==> config.mk <==
export PLATFORM = sky130hd
export DESIGN_NAME = rom_prefetch
export DESIGN_NICKNAME = d
export VERILOG_FILES = /design/src/rtl/rom_prefetch.sv
export SDC_FILE = /design/constraint.sdc
export NUM_CORES = 1
export LEC_CHECK = 0
export CELL_PAD_IN_SITES_DETAIL_PLACEMENT = 0
export CELL_PAD_IN_SITES_GLOBAL_PLACEMENT = 1
export CORE_AREA = 4 4 165 167
export CTS_BUF_LIST = sky130_fd_sc_hd__clkbuf_4 sky130_fd_sc_hd__clkbuf_8
export DETAILED_ROUTE_END_ITERATION = 12
export DIE_AREA = 0 0 169 171
export HOLD_SLACK_MARGIN = 0.1
export PLACE_DENSITY = 0.83
export SLEW_MARGIN = 30
export SYNTH_ARGS = -nofsm -noshare
export SYNTH_HDL_FRONTEND = slang
export SYNTH_SLANG_ARGS = --single-unit
==> constraint.sdc <==
create_clock -name clk -period 3.5 [get_ports clk]
set_clock_uncertainty 0.2 [all_clocks]
set_input_delay 1.05 -clock clk [delete_from_list [all_inputs] [get_ports clk]]
set_output_delay 1.05 -clock clk [all_outputs]
set_load 0.02 [all_outputs]
==> src/rtl/rom_prefetch.sv <==
// rom_prefetch: instruction prefetcher that streams words from a 2 KB ROM
// window into a small FIFO and presents the FIFO head to a consumer.
// The fetch stream restarts on a redirect pulse or on reset.
// Optional build macro PREFETCH_STATS_EN adds a saturating stall counter
// output (stall_cnt) that counts cycles with no valid head outside reset.
module rom_prefetch #(
   parameter int          DEPTH    = 4,
   parameter logic [31:0] RESET_PC = 32'h0000_0000
) (
   input  logic        clk,
   input  logic        rst,
   output logic        rom_en,
   output logic [8:0]  rom_addr,
   input  logic [31:0] rom_data,
   input  logic        redirect,
   input  logic [31:0] redirect_pc,
   output logic        inst_valid,
   output logic [31:0] inst,
   output logic [31:0] inst_pc,
   input  logic        inst_ready
`ifdef PREFETCH_STATS_EN
   ,
   output logic [31:0] stall_cnt
`endif
);

   localparam int PTR_W = $clog2(DEPTH);
   localparam int CNT_W = PTR_W + 1;

   // Operating mode of the current cycle: reset, normal issue, or the single
   // flush cycle in which a redirect is taken.
   typedef enum logic [1:0] {
      ST_RESET,
      ST_RUN,
      ST_FLUSH
   } mode_t;

   mode_t            mode;
   logic [31:0]      fetch_pc;
   logic [PTR_W-1:0] wr_ptr;
   logic [PTR_W-1:0] rd_ptr;
   logic [CNT_W-1:0] count;
   logic             head_vld;
   logic             push;
   logic             pop;

   logic [31:0] mem_data [DEPTH];
   logic [31:0] mem_pc   [DEPTH];

   // Mode decode: reset dominates redirect, redirect suppresses issue.
   always_comb begin
      mode = ST_RUN;
      if (rst)
         mode = ST_RESET;
      else if (redirect)
         mode = ST_FLUSH;
   end

   // Issue and handshake decode. A fetch is allowed whenever a slot is free
   // or the head leaves in the same cycle, so a full FIFO still streams.
   // inst_valid is masked by rst so no word can be consumed during reset.
   always_comb begin
      head_vld = (count != '0);
      inst_valid = head_vld && !rst;
      pop = inst_valid && inst_ready;
      push = (mode == ST_RUN) && ((count < CNT_W'(DEPTH)) || pop);
      rom_en = push;
      rom_addr = fetch_pc[10:2];
      inst = mem_data[rd_ptr];
      inst_pc = mem_pc[rd_ptr];
   end

   // Control state: pointers, occupancy and the fetch address.
   // rom_addr is a slice of fetch_pc, so it wraps 511 -> 0 on its own while
   // the full byte address keeps counting for inst_pc.
   always_ff @(posedge clk) begin
      if (rst) begin
         count <= '0;
         wr_ptr <= '0;
         rd_ptr <= '0;
         fetch_pc <= RESET_PC;
      end else begin
         case (mode)
            ST_FLUSH: begin
               // The head taken in this cycle (if any) belongs to the
               // consumer; everything else queued is dropped.
               count <= '0;
               wr_ptr <= '0;
               rd_ptr <= '0;
               fetch_pc <= redirect_pc & 32'hFFFF_FFFC;
            end
            ST_RUN: begin
               if (push) begin
                  wr_ptr <= wr_ptr + 1'b1;
                  fetch_pc <= fetch_pc + 32'd4;
               end
               if (pop)
                  rd_ptr <= rd_ptr + 1'b1;
               count <= count + CNT_W'(push) - CNT_W'(pop);
            end
            default: ;
         endcase
      end
   end

   // FIFO storage: the ROM word arriving at the edge that closes a rom_en
   // cycle is written together with the address it was fetched from.
   always_ff @(posedge clk) begin
      if (push) begin
         mem_data[wr_ptr] <= rom_data;
         mem_pc[wr_ptr] <= fetch_pc;
      end
   end

`ifdef PREFETCH_STATS_EN
   // Stall statistics: cycles without a valid head, saturating at all-ones.
   always_ff @(posedge clk) begin
      if (rst)
         stall_cnt <= '0;
      else if (!inst_valid && (stall_cnt != 32'hFFFF_FFFF))
         stall_cnt <= stall_cnt + 32'd1;
   end
`endif

endmodule
# Yosys cells after proc, flatten, opt, wreduce, memory -nomap -nowiden
# Memory sizes are Yosys's and may differ from the RTL's. A register that Yosys moved wholly into a read port is not among the register bits.
# Cells that the tools add are included.
[word_totals]
latchBits = 0
regBits = 39
mem_bits_rw = 256
wordCells = 40
mem_count = 2
mem_bits_ro = 0
in_bits = 68
[memory_table]
columns = ["name", "words", "word_bits", "rd", "rd_ports_with_merged_regs", "write_ports", "line", "rtl"]
rows = [
  ["mem_data", 4, 32, 1, 1, 1, "47", "logic [31:0] mem_data [DEPTH];"],
  ["mem_pc", 4, 32, 1, 1, 1, "48", "logic [31:0] mem_pc [DEPTH];"],
]
[classes]
shifts = 0
addsub = 5
n_reduce_logical = 9
multipliers = 0
n_mux = 15
n_eq_ne = 4
magnitude_cmp = 1
n_bitwise = 0
div_mod_pow = 0
[op_table]
columns = ["operator", "n"]
rows = [
  ["one-hot mux 32 bit (2 select lines)", 1],
  ["adder 32 x 3 -> 32 bit, second input constant", 1],
  ["2-to-1 mux 32 bit", 1],
  ["2-to-1 mux 2 bit", 8],
  ["one-hot mux 2 bit (2 select lines)", 2],
  ["one-hot mux 3 bit (2 select lines)", 1],
  ["adder 2 x 1 -> 2 bit, second input constant", 2],
  ["inequality test 2 bit, second input constant", 2],
  ["AND reduction 2 bit", 2],
  ["adder 3 x 1 -> 3 bit", 1],
  ["logical AND 1 bit", 3],
  ["< comparator 3 bit, second input constant", 1],
  ["nonzero test 3 bit", 1],
  ["subtractor 3 x 1 -> 3 bit", 1],
  ["equality test 2 x 1 -> 1 bit, second input constant", 1],
  ["equality test 2 bit, second input constant", 1],
  ["2-to-1 mux 1 bit", 2],
  ["nonzero test 2 bit", 1],
  ["zero test 1 bit", 1],
  ["logical OR 1 bit", 1],
]

# Depth between registers and ports, before layout
[depth]
word_depth = 8
mapped_depth = 10

# Least setup slack after synthesis
# No wires, ideal clock.
[synth_timing]
path_kind = "input to register"
startpoint = "in inst_ready"
endpoint = "mem mem_data[0][0], enable pin"
path_slack_ns = -0.124
stages = 3
path_buffers = 1
arrival_time_ns = 2.998
path_cell_list = "nand2b_1 > clkbuf_1 > and3_1"
[synth_via]
elab_chain_cells = 5
[synth_lines]
columns = ["item", "line", "rtl"]
rows = [
  ["start: declaration", "20", "input logic inst_ready"],
  ["logical AND 1 bit", "65", "pop = inst_valid && inst_ready;"],
  ["logical OR 1 bit", "66", "push = (mode == ST_RUN) && ((count < CNT_W'(DEPTH)) || pop);"],
  ["logical AND 1 bit", "66", ""],
  ["2-to-1 mux 1 bit", "109", "if (push) begin"],
  ["2-to-1 mux 1 bit (implied by the code)", "110", "mem_data[wr_ptr] <= rom_data;"],
  ["end: declaration", "47", ""],
]
# No other way between the ends.

==> summary.md <==
| Metric | Value |
|---|---|
| Post-synth EDFFs | `248` |
| Sw Pwr | `1510 µW` |
| Critical path's slowest cell | `mux4_2` |
| Met1 WL | `9840 µm` |
| Ranking of synthesized cells by area | `edfxtp_1 67%, mux4_2 12%, dfxtp_1 7.0%` |
| Net count, final | `846` |
| Max Clk Rate | `298 MHz` |
| Deepest clock path buffer count | `3` |
| Req. time, crit path | `2250 ps` |
| Setup CP Type | `reg2out` |
| Drt wl/cell | `20.9 µm` |
| Slew headroom | `64.0%` |
| Fin. Hold Viols | `0` |
| H-Tree Depth | `2` |
| Starting Density | `43.4%` |
| Syn Area/Cell | `18.7 µm²` |
| Overall power | `7230 µW` |
| Diodes inserted | `0` |
| Top cell type's share of synthesized area | `66.7%` |
| Drt via density | `5.32` |
| First-pass GRT wire length | `36,700 µm` |
| FF-to-FF path depth | `6` |
| Max Cap Viol | `0` |
| Leakage dissipation | `0.00467 µW` |
| Detailed-route DRC error count | `0` |
| CP peak stage delay | `560 ps` |
| Worst-path fanout max | `26` |
| P_int | `5720 µW` |
| Vias in the first global route | `6,482` |
| Wirelength, routed | `23,700 µm` |
| Routability cong. | `0.824` |
| Period Utilization, post-route | `96.0%` |
| Reg-to-reg startpoint | `fetch_pc[2]$_SDFFE_PP0P_` |
| Sequence of cells on the critical path | `buf_16 -> mux4_2 -> dlygate4sd2_1` |
| TritonRoute pass-1 iters | `5` |
| Clk pwr share | `40.4%` |
| R2r endpoint | `fetch_pc[26]$_SDFFE_PP0P_` |
| Logic pwr share | `6.0%` |
| Die Height | `171 µm` |
| CTS clock-pin slew for the worst setup and hold paths | `70 ps` |
| Routed vias | `6,043` |
| Leading area contributor after synthesis | `edfxtp_1` |
| Met2 wire len | `11,700 µm` |
| Sw Ratio | `20.8%` |
| DIE AREA | `28,900 µm²` |
| Crit path buffers/inverters | `2` |
| Top cell family by delay on the critical path | `buffers and inverters` |
| Top Layer Used | `met4` |
| Number of port buffers | `138` |
| Hold Crit Class | `reg2reg` |
| CTS tree | `yes` |
| R2R setup slack | `1040 ps` |
| DR WL met3 | `1680 µm` |
| Share of power burned in registers | `53.6%` |
| Clock Sinks | `287` |
| Peak VDD IR | `0.247 mV` |
| Power per cell area | `517 nW/µm²` |
| Gr ovfl total | `0` |
| Largest net degree at the start of global routing | `63` |
| Post-CTS Setup Bufs | `0` |
| P&R area growth vs syn | `25.2%` |
| HPWL Detailed | `15,100 µm` |
| Fillcell total | `1,988` |
| Status | `finished clean` |
| WP data arrival | `2110 ps` |
| Crit path to | `inst_pc[21]` |
| CTS root buffer | `clkbuf_8` |
| Crit. End Element | `output pin` |
| Seq/Total Area, Yosys | `73.6%` |
| Global Route Usage Sum | `16.4%` |
| Post-DRT Antenna Nets | `0` |
| Io pins | `143` |
| Ys async rst share | `0%` |
| Tightest Pin Transition | `536 ps` |
| Hold path startpoint | `wr_ptr[1]$_SDFFE_PP0P_` |
| Fin. max-slew vios | `0` |
| Drt initial violations | `679` |
| Final critical-path required period | `3360 ps` |
| Share of cells above drive strength 1 | `21.1%` |
| Synth Warn # | `0` |
| Post-synthesis cell area | `11,200 µm²` |
| Most common flop cell mapped by yosys | `edfxtp_1` |
| Initial antenna violation count | `0` |
| TritonCTS Buffers | `44` |
| FP Rows | `59` |
| Number of distinct library cells after synthesis | `44` |
| Final setup vio count | `0` |
| Syn Inst Count | `599` |
| Core footprint | `25,800 µm²` |
| Crit path launch type | `flip-flop` |
| Die Wd | `169 µm` |
| Crit path depth | `3` |
| Register bit total from synthesis | `287` |
| RSZ-0062 raised after global routing | `no` |
| Skew-Pair Late Insertion Delay | `530 ps` |
| WHS | `309 ps` |
-- stage by stage --
stage          cells  area (µm²)  worst slack (ps)  setup TNS, ps  util [%]
3_5_place_dp    1059       13100              -264           -375      50.9
2_1_floorplan    600       11200               169              0         -
5_1_grt         1136       14000              25.7              0      54.3
3_3_place_gp    1059       13100              -262           -347      50.9
4_1_cts         1136       14000             -69.0          -69.0      54.3
6_report        1136       14000               141              0      54.3
-- registers in the layout (all words and copies together) (netlist names), named ones only --
signal,cells
fetch_pc,30
mem_pc,120
rd_ptr,2
count,3
wr_ptr,2
mem_data,128
-- worst register-to-register path, delay by kind of cell, from the launching register on --
kind,cells,cell delay (ps)
compound gates,1,220
xor+xnor,1,180
fa+ha+maj,1,280
flops,1,520
simple gates,3,1000
-- worst min-delay path by stage --
| stage | endpoint | depth (start not counted) |
|---|---|---|
| 2_1_floorplan | wr_ptr[1]$_SDFFE_PP0P_ | 2 |
| 3_3_place_gp | wr_ptr[1]$_SDFFE_PP0P_ | 2 |
| 3_5_place_dp | wr_ptr[1]$_SDFFE_PP0P_ | 2 |
| 4_1_cts | wr_ptr[1]$_SDFFE_PP0P_ | 2 |
| 5_1_grt | wr_ptr[1]$_SDFFE_PP0P_ | 2 |
| 6_report | wr_ptr[1]$_SDFFE_PP0P_ | 2 |
-- what timing repair did --
item / 4_1_cts / 5_1_grt
resized for setup: 67 / 3
setup endpoints to repair: 64 / 2
hold buffers: 0 / 0
-- kinds of logic (layout without fill, tap and decap cells) --
logic type      Yosys count  count (layout)  synth area share [%]
fa+ha+maj                 8               8                 0.963
mux                      64              64                  12.7
other cells               1               2                0.0336
compound gates           38              38                  2.31
buf+inv                  49             250                  2.14
simple gates            124             124                  6.05
flops                   287             287                  73.6
xor+xnor                 28              28                  2.19
-- cell type report --
class                   count  area, µm²  share of cell area [%]
multi-input cells         264       2720                    19.4
clock inverters            20        216                    1.55
inverters                   9       33.8                   0.242
well taps                 335        419                    3.00
repair buffers            164       1650                    11.8
clock buffers              57        716                    5.12
flip-flops and latches    287       8230                    58.9
-- routing by layer --
metal	global-route usage [%]	vias to the layer above
met1	21.8	3048
met5	0	-
met4	4.80	0
met2	27.4	225
met3	3.60	43
li1	-	2727
-- synthesized netlist by cell type (3+ instances only) --
cell,number
clkbuf_1,15
o21ai_0,4
ha_1,7
inv_1,9
edfxtp_1,248
a311oi_1,4
dfxtp_1,39
xor2_1,21
nand2_1,23
nand3_1,14
a21oi_1,9
buf_4,11
buf_2,10
buf_1,3
and3_1,10
nor2_1,33
nand4_1,14
and2_1,5
a211oi_1,16
xnor2_1,7
nor3_1,9
mux4_2,62
-- power by group through the flow --
stage	Sequential (µW)	Combinational (µW)	Clock (µW)
CTS	3870	440	2990
finish	3870	435	2920
floorplan	3930	221	0
detailed placement	3950	466	0
global route	3880	465	3140
global placement	3940	456	0
-- cell usage in the layout, fill, tap and decap left out, drive strengths merged, types with 16 or more instances in the layout --
cell type	instances
mux4	62
clkbuf	58
a211oi	16
xor2	21
nor2	33
dlygate4sd2	62
nand2	24
buf	26
dfxtp	39
edfxtp	248
clkdlybuf4s50	74
Note: power is estimated with default switching activity, not from simulation.
